$ cat config.mk
export PLATFORM = sky130hd
export DESIGN_NAME = instr_fetch_unit
export DESIGN_NICKNAME = d
export VERILOG_FILES = /design/src/rtl/instr_fetch_unit_pkg.sv /design/src/rtl/instr_fetch_unit_next_pc.sv /design/src/rtl/instr_fetch_unit.sv
export SDC_FILE = /design/constraint.sdc
export NUM_CORES = 1
export LEC_CHECK = 0
export CAP_MARGIN = 10
export CORE_MARGIN = 2
export CORE_UTILIZATION = 36
export DETAILED_ROUTE_END_ITERATION = 8
export HOLD_SLACK_MARGIN = 0.05
export PLACE_DENSITY_LB_ADDON = 0.08
export SLEW_MARGIN = 0
export SYNTH_ARGS = -nofsm -noshare
export SYNTH_HDL_FRONTEND = slang
export SYNTH_SLANG_ARGS = --single-unit
$ cat constraint.sdc
create_clock -name clk -period 2.38 [get_ports clk]
set_input_delay 0.595 -clock clk [delete_from_list [all_inputs] [get_ports clk]]
set_output_delay 0.595 -clock clk [all_outputs]
set_load 0.01 [all_outputs]
$ cat src/rtl/instr_fetch_unit_pkg.sv
`default_nettype none
// ============================================================================
//  Module   : instr_fetch_unit_pkg
//  Brief    : Shared opcodes, instruction field positions and fetch FSM states.
//  Revision : 1.0  initial release
// ============================================================================
package instr_fetch_unit_pkg;

    localparam logic [3:0] OP_NOP  = 4'h0;
    localparam logic [3:0] OP_LD   = 4'h1;
    localparam logic [3:0] OP_ST   = 4'h2;
    localparam logic [3:0] OP_ADD  = 4'h3;
    localparam logic [3:0] OP_SUB  = 4'h4;
    localparam logic [3:0] OP_AND  = 4'h5;
    localparam logic [3:0] OP_OR   = 4'h6;
    localparam logic [3:0] OP_XOR  = 4'h7;
    localparam logic [3:0] OP_SHL  = 4'h8;
    localparam logic [3:0] OP_SHR  = 4'h9;
    localparam logic [3:0] OP_ADDI = 4'hA;
    localparam logic [3:0] OP_JMP  = 4'hB;
    localparam logic [3:0] OP_BRZ  = 4'hC;
    localparam logic [3:0] OP_HALT = 4'hF;

    // Instruction word layout; rs2 and imm6 deliberately overlap in [5:3].
    localparam int c_op_msb   = 15;
    localparam int c_op_lsb   = 12;
    localparam int c_rd_msb   = 11;
    localparam int c_rd_lsb   = 9;
    localparam int c_rs1_msb  = 8;
    localparam int c_rs1_lsb  = 6;
    localparam int c_rs2_msb  = 5;
    localparam int c_rs2_lsb  = 3;
    localparam int c_imm6_msb = 5;
    localparam int c_imm6_lsb = 0;

    typedef enum logic [1:0] {
        ST_IDLE  = 2'd0,
        ST_FETCH = 2'd1,
        ST_ISSUE = 2'd2,
        ST_HALT  = 2'd3
    } fetch_state_t;

endpackage
`default_nettype wire

$ cat src/rtl/instr_fetch_unit_next_pc.sv
`default_nettype none
// ============================================================================
//  Module   : next_pc_calc
//  Brief    : Combinational next-PC: pc+1, or pc+1+sext(imm6) when branching.
//  Revision : 1.0  initial release
// ============================================================================
module next_pc_calc #(
    parameter int AW = 8
) (
    input  logic [AW-1:0] i_pc,
    input  logic [5:0]    i_imm6,
    input  logic          i_pc_sel,
    output logic [AW-1:0] o_next_pc
);

    logic [AW-1:0] w_seq_pc;
    logic [AW-1:0] w_offset;

    // Signed cast sign-extends imm6; all sums wrap modulo 2^AW.
    assign w_offset  = AW'($signed(i_imm6));
    assign w_seq_pc  = i_pc + AW'(1);
    assign o_next_pc = i_pc_sel ? (w_seq_pc + w_offset) : w_seq_pc;

endmodule
`default_nettype wire

$ cat src/rtl/instr_fetch_unit.sv
`default_nettype none
// ============================================================================
//  Module   : instr_fetch_unit
//  Brief    : PC register, req/ack instruction fetch and valid/ready issue.
//  Revision : 1.0  initial release
// ============================================================================
module instr_fetch_unit #(
    parameter int            AW       = 8,
    parameter logic [AW-1:0] RESET_PC = '0,
    parameter logic [3:0]    OP_BRZ   = instr_fetch_unit_pkg::OP_BRZ,
    parameter logic [3:0]    OP_HALT  = instr_fetch_unit_pkg::OP_HALT
) (
    input  logic          clk,
    input  logic          rst,
    output logic          imem_req,
    output logic [AW-1:0] imem_addr,
    input  logic          imem_ack,
    input  logic [15:0]   imem_rdata,
    output logic          issue_valid,
    input  logic          issue_ready,
    output logic [3:0]    opcode,
    output logic [2:0]    rd,
    output logic [2:0]    rs1,
    output logic [2:0]    rs2,
    output logic [5:0]    imm6,
    input  logic          pc_sel,
    output logic [AW-1:0] pc,
    output logic          halted
);

    import instr_fetch_unit_pkg::*;

    // A branch opcode that collides with HALT could never be taken.
    if (OP_BRZ == OP_HALT) begin : g_opcode_check
        $error("instr_fetch_unit: OP_BRZ must differ from OP_HALT");
    end

    fetch_state_t  r_state;
    fetch_state_t  w_state_next;
    logic [AW-1:0] r_pc;
    logic [AW-1:0] w_pc_next;
    logic [AW-1:0] w_pc_target;
    logic [15:0]   r_ir;
    logic          w_ir_load;

    assign opcode    = r_ir[c_op_msb:c_op_lsb];
    assign rd        = r_ir[c_rd_msb:c_rd_lsb];
    assign rs1       = r_ir[c_rs1_msb:c_rs1_lsb];
    assign rs2       = r_ir[c_rs2_msb:c_rs2_lsb];
    assign imm6      = r_ir[c_imm6_msb:c_imm6_lsb];
    assign pc        = r_pc;
    assign imem_addr = r_pc;

    next_pc_calc #(
        .AW (AW)
    ) u_next_pc_calc (
        .i_pc      (r_pc),
        .i_imm6    (imm6),
        .i_pc_sel  (pc_sel),
        .o_next_pc (w_pc_target)
    );

    always_comb begin
        w_state_next = r_state;
        w_pc_next    = r_pc;
        w_ir_load    = 1'b0;
        imem_req     = 1'b0;
        issue_valid  = 1'b0;
        halted       = 1'b0;
        case (r_state)
            ST_IDLE: begin
                w_state_next = ST_FETCH;
            end
            ST_FETCH: begin
                imem_req = 1'b1;
                if (imem_ack) begin
                    w_ir_load    = 1'b1;
                    w_state_next = ST_ISSUE;
                end
            end
            ST_ISSUE: begin
                issue_valid = 1'b1;
                if (issue_ready) begin
                    // HALT keeps pc pointing at itself for debug visibility.
                    if (opcode == OP_HALT) begin
                        w_state_next = ST_HALT;
                    end else begin
                        w_pc_next    = w_pc_target;
                        w_state_next = ST_FETCH;
                    end
                end
            end
            ST_HALT: begin
                halted = 1'b1;
            end
            default: begin
                w_state_next = ST_IDLE;
            end
        endcase
    end

    always_ff @(posedge clk) begin
        if (rst) begin
            r_state <= ST_IDLE;
            r_pc    <= RESET_PC;
            r_ir    <= 16'h0000;
        end else begin
            r_state <= w_state_next;
            r_pc    <= w_pc_next;
            if (w_ir_load) begin
                r_ir <= imem_rdata;
            end
        end
    end

endmodule
`default_nettype wire

==> results of run 1 <==
==> layout make-up <==
type,count,area [um^2],area share (%)
multi-input combinational,162,1060,44.35
timing repair buffer,66,644.4,26.96
sequential,26,526.8,22.04
clock buffer,3,41.29,1.728
tap,52,65.06,2.723
inverter,6,22.52,0.9424
clock inverter,1,30.03,1.257
==> layer usage <==
layer	GRT usage [%]	part of all wire, %	up-vias
met4	2.516	0.42	0
met3	5.139	7.0	2
met5	0	0	-
li1	-	-	839
met2	25.82	46	58
met1	20.17	47	711
==> Yosys cell counts, types with 3 or more instances <==
library cell	number
a21oi_1	24
nand4_1	3
nor3_1	4
o21ai_0	8
buf_4	11
xnor2_1	5
nand3_1	7
or3_1	3
a21o_1	3
inv_1	6
ha_1	14
clkbuf_1	5
dfxtp_1	26
nor2_1	13
nand2_1	42
a211oi_1	9
==> worst max path at each step <==
stage | from | end | slack (ps) | cells past startpoint
2_1_floorplan | imem_addr[0]$_SDFFE_PP0P_ | imem_addr[5]$_SDFFE_PP0P_ | 60 | 9
3_3_place_gp | imem_addr[4]$_SDFFE_PP0P_ | imem_addr[7]$_SDFFE_PP0P_ | 90 | 9
3_5_place_dp | imem_addr[0]$_SDFFE_PP0P_ | imem_addr[5]$_SDFFE_PP0P_ | 100 | 9
4_1_cts | imem_addr[4]$_SDFFE_PP0P_ | imem_addr[7]$_SDFFE_PP0P_ | 70 | 9
5_1_grt | imem_addr[3]$_SDFFE_PP0P_ | imem_addr[7]$_SDFFE_PP0P_ | -20 | 9
6_report | imem_addr[1]$_SDFFE_PP0P_ | imem_addr[6]$_SDFFE_PP0P_ | 130 | 10
==> per-stage QoR <==
step	instances	utilization, %	cell area (um^2)
after floorplan	214	-	1664
after global placement	312	50.91	2247
after detailed placement	312	50.91	2247
after CTS	316	52.52	2318
after global routing	316	54.14	2390
final	316	54.14	2390
==> kinds of logic (layout without fill, tap and decap cells) <==
kind of cell    Yosys count  after routing  synth area share (%)
simple gates             84             84                 23.53
mux                       3              3                 1.880
fa+ha+maj                15             15                 11.73
xor+xnor                  7              7                 3.684
buf+inv                  26             76                 8.722
flops                    26             26                 31.28
compound gates           53             53                 19.17
==> registers in the layout, indices dropped and copies added, names as in the netlist <==
signal     flops
r_ir          16
imem_addr      8
r_state        2
==> power breakdown <==
part / internal (W) / switching (W) / total, W / leakage, nW
Sequential: 0.000464 / 0.0000299 / 0.000493 / 0.214
Combinational: 0.000153 / 0.000131 / 0.000284 / 0.674
Clock: 0.000225 / 0.000151 / 0.000376 / 0.0357
Total: 0.000841 / 0.000312 / 0.00115 / 0.923
==> worst max-delay path: stages (launching register included) <==
cell,delay (ps)
dfxtp_2,360
buf_4,140
nand3_4,100
or3_4,380
nand2_1,100
ha_1,260
a21o_1,160
a21oi_1,140
nand3_1,90
a311o_1,290
a31oi_1,160
==> repair_timing <==
action | in CTS | in global routing
hold buffers | 0 | 0
setup endpoints to repair | 0 | 3
gates resized for setup | 0 | 17
==> flow_metrics.env, run 1 <==
export IMPL_status="complete, no violations"
export IMPL_fin_crit_ps=2247
export IMPL_synthFlopType="dfxtp_1"
export IMPL_grt_first_pass_wirelength_um=6541
export IMPL_fin_crit_sh_pct=94.43
export IMPL_insertion_delay_ps=280
export IMPL_place_hpwl_um=2926
export IMPL_p_leak_nw=0.9232
export IMPL_synth_top_area_cell="dfxtp_1"
export IMPL_clock_root_buffer="clkbuf_8"
export IMPL_overflow=0
export IMPL_yosys_warnings=0
export IMPL_fin_tns_setup_ps=0
export IMPL_slew_headroom_pct=63.98
export IMPL_p_total_w=0.001153
export IMPL_critPathLaunchType="flop"
export IMPL_diodes=0
export IMPL_routed_wl_um=4017
export IMPL_synth_top_cell_area_share_pct=31.28
export IMPL_end_kind="flop"
export IMPL_area_delta_synth_final_pct=43.61
export IMPL_chipHeight_um=71.99
export IMPL_drv_slew=0
export IMPL_synth_edff_count=0
export IMPL_crit_fanout=5
export IMPL_synthArstFlopShare_pct=0
export IMPL_r2r_cells=10
export IMPL_drc=0
export IMPL_drive_above_1_share_pct=10.98
export IMPL_synth_cells=214
export IMPL_fmaxAchievable_mhz=445.0
export IMPL_grt_use_total_pct=15.59
export IMPL_vias=1610
export IMPL_setup_violations=0
export IMPL_antenna_found_initial=0
export IMPL_clock_sink_count=26
export IMPL_start_util_pct=37.70
export IMPL_r2r_end="imem_addr[6]$_SDFFE_PP0P_"
export IMPL_hold_ws_ps=458.2
export IMPL_rows=24
export IMPL_synthTopCellsByArea="dfxtp_1, ha_1, nand2_1, a21oi_1, buf_4"
export IMPL_ir_drop_v=0.0004166
export IMPL_layout_commonest_cell="clkdlybuf4s50_1"
export IMPL_num_nets_final=301
export IMPL_arrival_ps=2460
export IMPL_maxCapViolations=0
export IMPL_via_per_inst=5.095
export IMPL_antenna_left=0
export IMPL_worstMarginPinSlew_ps=539.0
export IMPL_grt_max_degree=19
export IMPL_drt_first_pass_iters=4
export IMPL_wl_per_cell_um=12.71
export IMPL_clk_pin_slew_ps=100
export IMPL_die_width_um=71.99
export IMPL_syn_num_nets=250
export IMPL_layout_setup_ws_ps=132.6
export IMPL_clk_path_buf_depth=2
export IMPL_syn_mean_instance_area_um2=7.776
export IMPL_htreeDepth=1
export IMPL_fillers=441
export IMPL_drt_initial_drc_count=49
export IMPL_post_cts_buffers=0
export IMPL_cp_data_required_time_ps=2590
export IMPL_grt_pass1_vias=1432
export IMPL_worst_r2r_startpoint="imem_addr[1]$_SDFFE_PP0P_"
export IMPL_reg2reg_slack_ps=130
export IMPL_cts_buffers_inserted=3
export IMPL_power_density_nw_per_um2=482.6
export IMPL_gp_congestion=0.8819
export IMPL_finClkSkew_ps=6.462
export IMPL_layout_cells_most_common_list="clkdlybuf4s50_1, nand2_1, a21oi_1, dfxtp_1, nor2_1"
export IMPL_synth_distinct_cells=39
export IMPL_synth_area_um2=1664
export IMPL_port_buffers=58
export IMPL_die_area_um2=5183
export IMPL_ios=59
export IMPL_holdPathEnd="r_ir[6]$_SDFFE_PP0P_"
export IMPL_cts_tree="yes"
export IMPL_seq_area_frac_synth_pct=31.28
export IMPL_hold_depth=2
export IMPL_criticalPathCategory="flop to flop"
export IMPL_hold_path_class="flop to flop"
export IMPL_min_from="r_ir[6]$_SDFFE_PP0P_"
export IMPL_dpl_worst_slack_ps=100.6
export IMPL_ys_ff_latch=26
export IMPL_hold_viol_final=0
export IMPL_core_um2=4414
Note: power is estimated with default switching activity, not from simulation.
==> run 2, diff against run 1 <==
- CORE_UTILIZATION: 36 -> 41
==> run 2 against run 1 <==
First-iteration DRC count grew 33%. Register-to-register slack gained 40 ps. Global-route usage grew 3.2 points. Clock skew shrank 1.2 ps. Combinational power is essentially flat. Worst setup slack gained 44 ps. Design area shrank 1.6%. Via count grew 1.1%. Core utilization grew 5.5 points. Power shrank 7.5%. Critical path depth is the same.
==> flow_metrics.env, run 2 (synthesis results as in run 1) <==
export IMPL_criticalPathCategory="flop to flop"
export IMPL_area_delta_synth_final_pct=41.28
export IMPL_routed_wl_um=3861
export IMPL_diodes=0
export IMPL_busiest_layer="met2"
export IMPL_use_met3_pct=6.167
export IMPL_core_um2=3943
export IMPL_critPathLaunchType="flop"
export IMPL_overflow=0
export IMPL_drc=0
export IMPL_antenna_found_initial=0
export IMPL_multi_input_area_um2=1031
export IMPL_fin_crit_sh_pct=92.57
export IMPL_post_cts_buffers=0
export IMPL_final_cell_area_um2=2351
export IMPL_clock_root_buffer="clkbuf_8"
export IMPL_drt_first_pass_iters=4
export IMPL_finClkSkew_ps=5.274
export IMPL_power_density_nw_per_um2=453.6
export IMPL_fmaxAchievable_mhz=453.9
export IMPL_p_total_w=0.001066
export IMPL_rows=23
export IMPL_fillers=360
export IMPL_vias=1628
export IMPL_start_util_pct=42.21
export IMPL_chipHeight_um=67.71
export IMPL_wl_per_cell_um=12.22
export IMPL_maxCapViolations=0
export IMPL_post_route_util_pct=59.63
export IMPL_hold_path_class="flop to flop"
export IMPL_cts_buffers_inserted=3
export IMPL_grt_max_degree=19
export IMPL_die_area_um2=4585
export IMPL_die_width_um=67.71
export IMPL_grt_first_pass_wirelength_um=6589
export IMPL_grt_use_total_pct=18.84
export IMPL_grtUsageMet2_pct=30.64
export IMPL_largest_register_ffs=16
export IMPL_status="complete, no violations"
export IMPL_layout_commonest_cell="clkdlybuf4s50_1"
export IMPL_crit_fanout=7
export IMPL_end_kind="flop"
export IMPL_p_leak_nw=0.9396
export IMPL_htreeDepth=1
export IMPL_drv_slew=0
export IMPL_num_nets_final=303
export IMPL_fin_crit_ps=2203
export IMPL_insertion_delay_ps=270
export IMPL_drive_above_1_share_pct=10.53
export IMPL_antenna_left=0
export IMPL_place_hpwl_um=2908
export IMPL_slew_headroom_pct=64.10
export IMPL_use_met1_pct=22.95
export IMPL_clk_path_buf_depth=2
export IMPL_clock_sink_count=26
export IMPL_worstMarginPinSlew_ps=537.2
export IMPL_ir_drop_v=0.0003516
export IMPL_setup_violations=0
export IMPL_hold_viol_final=0
export IMPL_grt_pass1_vias=1492
export IMPL_regMostFlops="r_ir"
export IMPL_gp_congestion=0.7404
export IMPL_placed_area_um2=2260
export IMPL_cp_data_required_time_ps=2580
export IMPL_seqCellArea_um2=524.3
export IMPL_cts_tree="yes"
export IMPL_ios=59
export IMPL_clk_pin_slew_ps=90
export IMPL_reg2reg_slack_ps=180
export IMPL_drt_initial_drc_count=65
export IMPL_layout_cells_most_common_list="clkdlybuf4s50_1, nand2_1, dfxtp_1, a21oi_1"
export IMPL_hold_ws_ps=458.4
export IMPL_port_buffers=58
export IMPL_via_per_inst=5.152
export IMPL_arrival_ps=2410
[run 2: cell types whose count changed in the layout (fill, tap and decap cells not counted), moves of 2 or more]
| cell | change |
|---|---|
| dfxtp_1 | +2 |
| buf_4 | +3 |
| ha_1 | +2 |
| ha_4 | -2 |
| dfxtp_2 | -2 |
[run 2: metal layers]
layer / vias to the layer above / wire length (um) / share of wire, %
met2: 59 / 1727 / 45
met4: 0 / 65 / 1.7
met3: 8 / 343 / 8.9
met1: 722 / 1724 / 45
met5: - / 0 / 0
li1: 839 / - / -
[run 2: cell type report]
| cell class | count | area share (%) |
|---|---|---|
| multi-input combinational | 162 | 43.85 |
| clock buffer | 4 | 2.342 |
| tap | 50 | 2.661 |
| inverter | 6 | 0.9580 |
| sequential | 26 | 22.30 |
| timing repair buffer | 68 | 27.89 |
[run 2: through the flow]
stage / TNS, ps / cells / worst slack, ps
after floorplan: 0 / 214 / 64.73
after global placement: 0 / 312 / 141.6
after detailed placement: 0 / 312 / 110.7
after CTS: 0 / 316 / 81.73
after global routing: -7.700 / 316 / -7.700
final: 0 / 316 / 176.9
[run 2: repair_timing]
item                       4_1_cts  5_1_grt
setup endpoints to repair        0        3
hold buffers                     0        0
hold endpoints to repair         0        0
gates resized for setup          0       12
[run 2: power by group]
| group | total [W] | switching, W | internal [W] |
|---|---|---|---|
| clock | 0.000292 | 0.000144 | 0.000148 |
| sequential | 0.000491 | 0.0000275 | 0.000463 |
| combinational | 0.000284 | 0.000133 | 0.000151 |
[run 2: final timing paths]
check / startpoint / to / cells past startpoint
setup / recovery: imem_addr[0]$_SDFFE_PP0P_ / imem_addr[6]$_SDFFE_PP0P_ / 10
setup reg to reg: imem_addr[0]$_SDFFE_PP0P_ / imem_addr[6]$_SDFFE_PP0P_ / 10
hold / removal: r_ir[9]$_SDFFE_PP0P_ / r_ir[9]$_SDFFE_PP0P_ / 2
hold reg to reg: r_ir[9]$_SDFFE_PP0P_ / r_ir[9]$_SDFFE_PP0P_ / 2
[run 2: worst max-delay path, stage by stage, from the launching register on]
cell and delay, ps:
dfxtp_2 340, buf_4 140, nand3_2 120, or3_4 390, nand2_2 90, ha_1 260, a21o_1 170, a21oi_1 130
nand3_1 80, a311o_1 280, a31oi_1 130
==> run 3, diff against run 2 <==
- HOLD_SLACK_MARGIN: 0.05 -> default
==> results of run 3 <==
The final DEF is identical to that of run 2; final timing and power are the same.
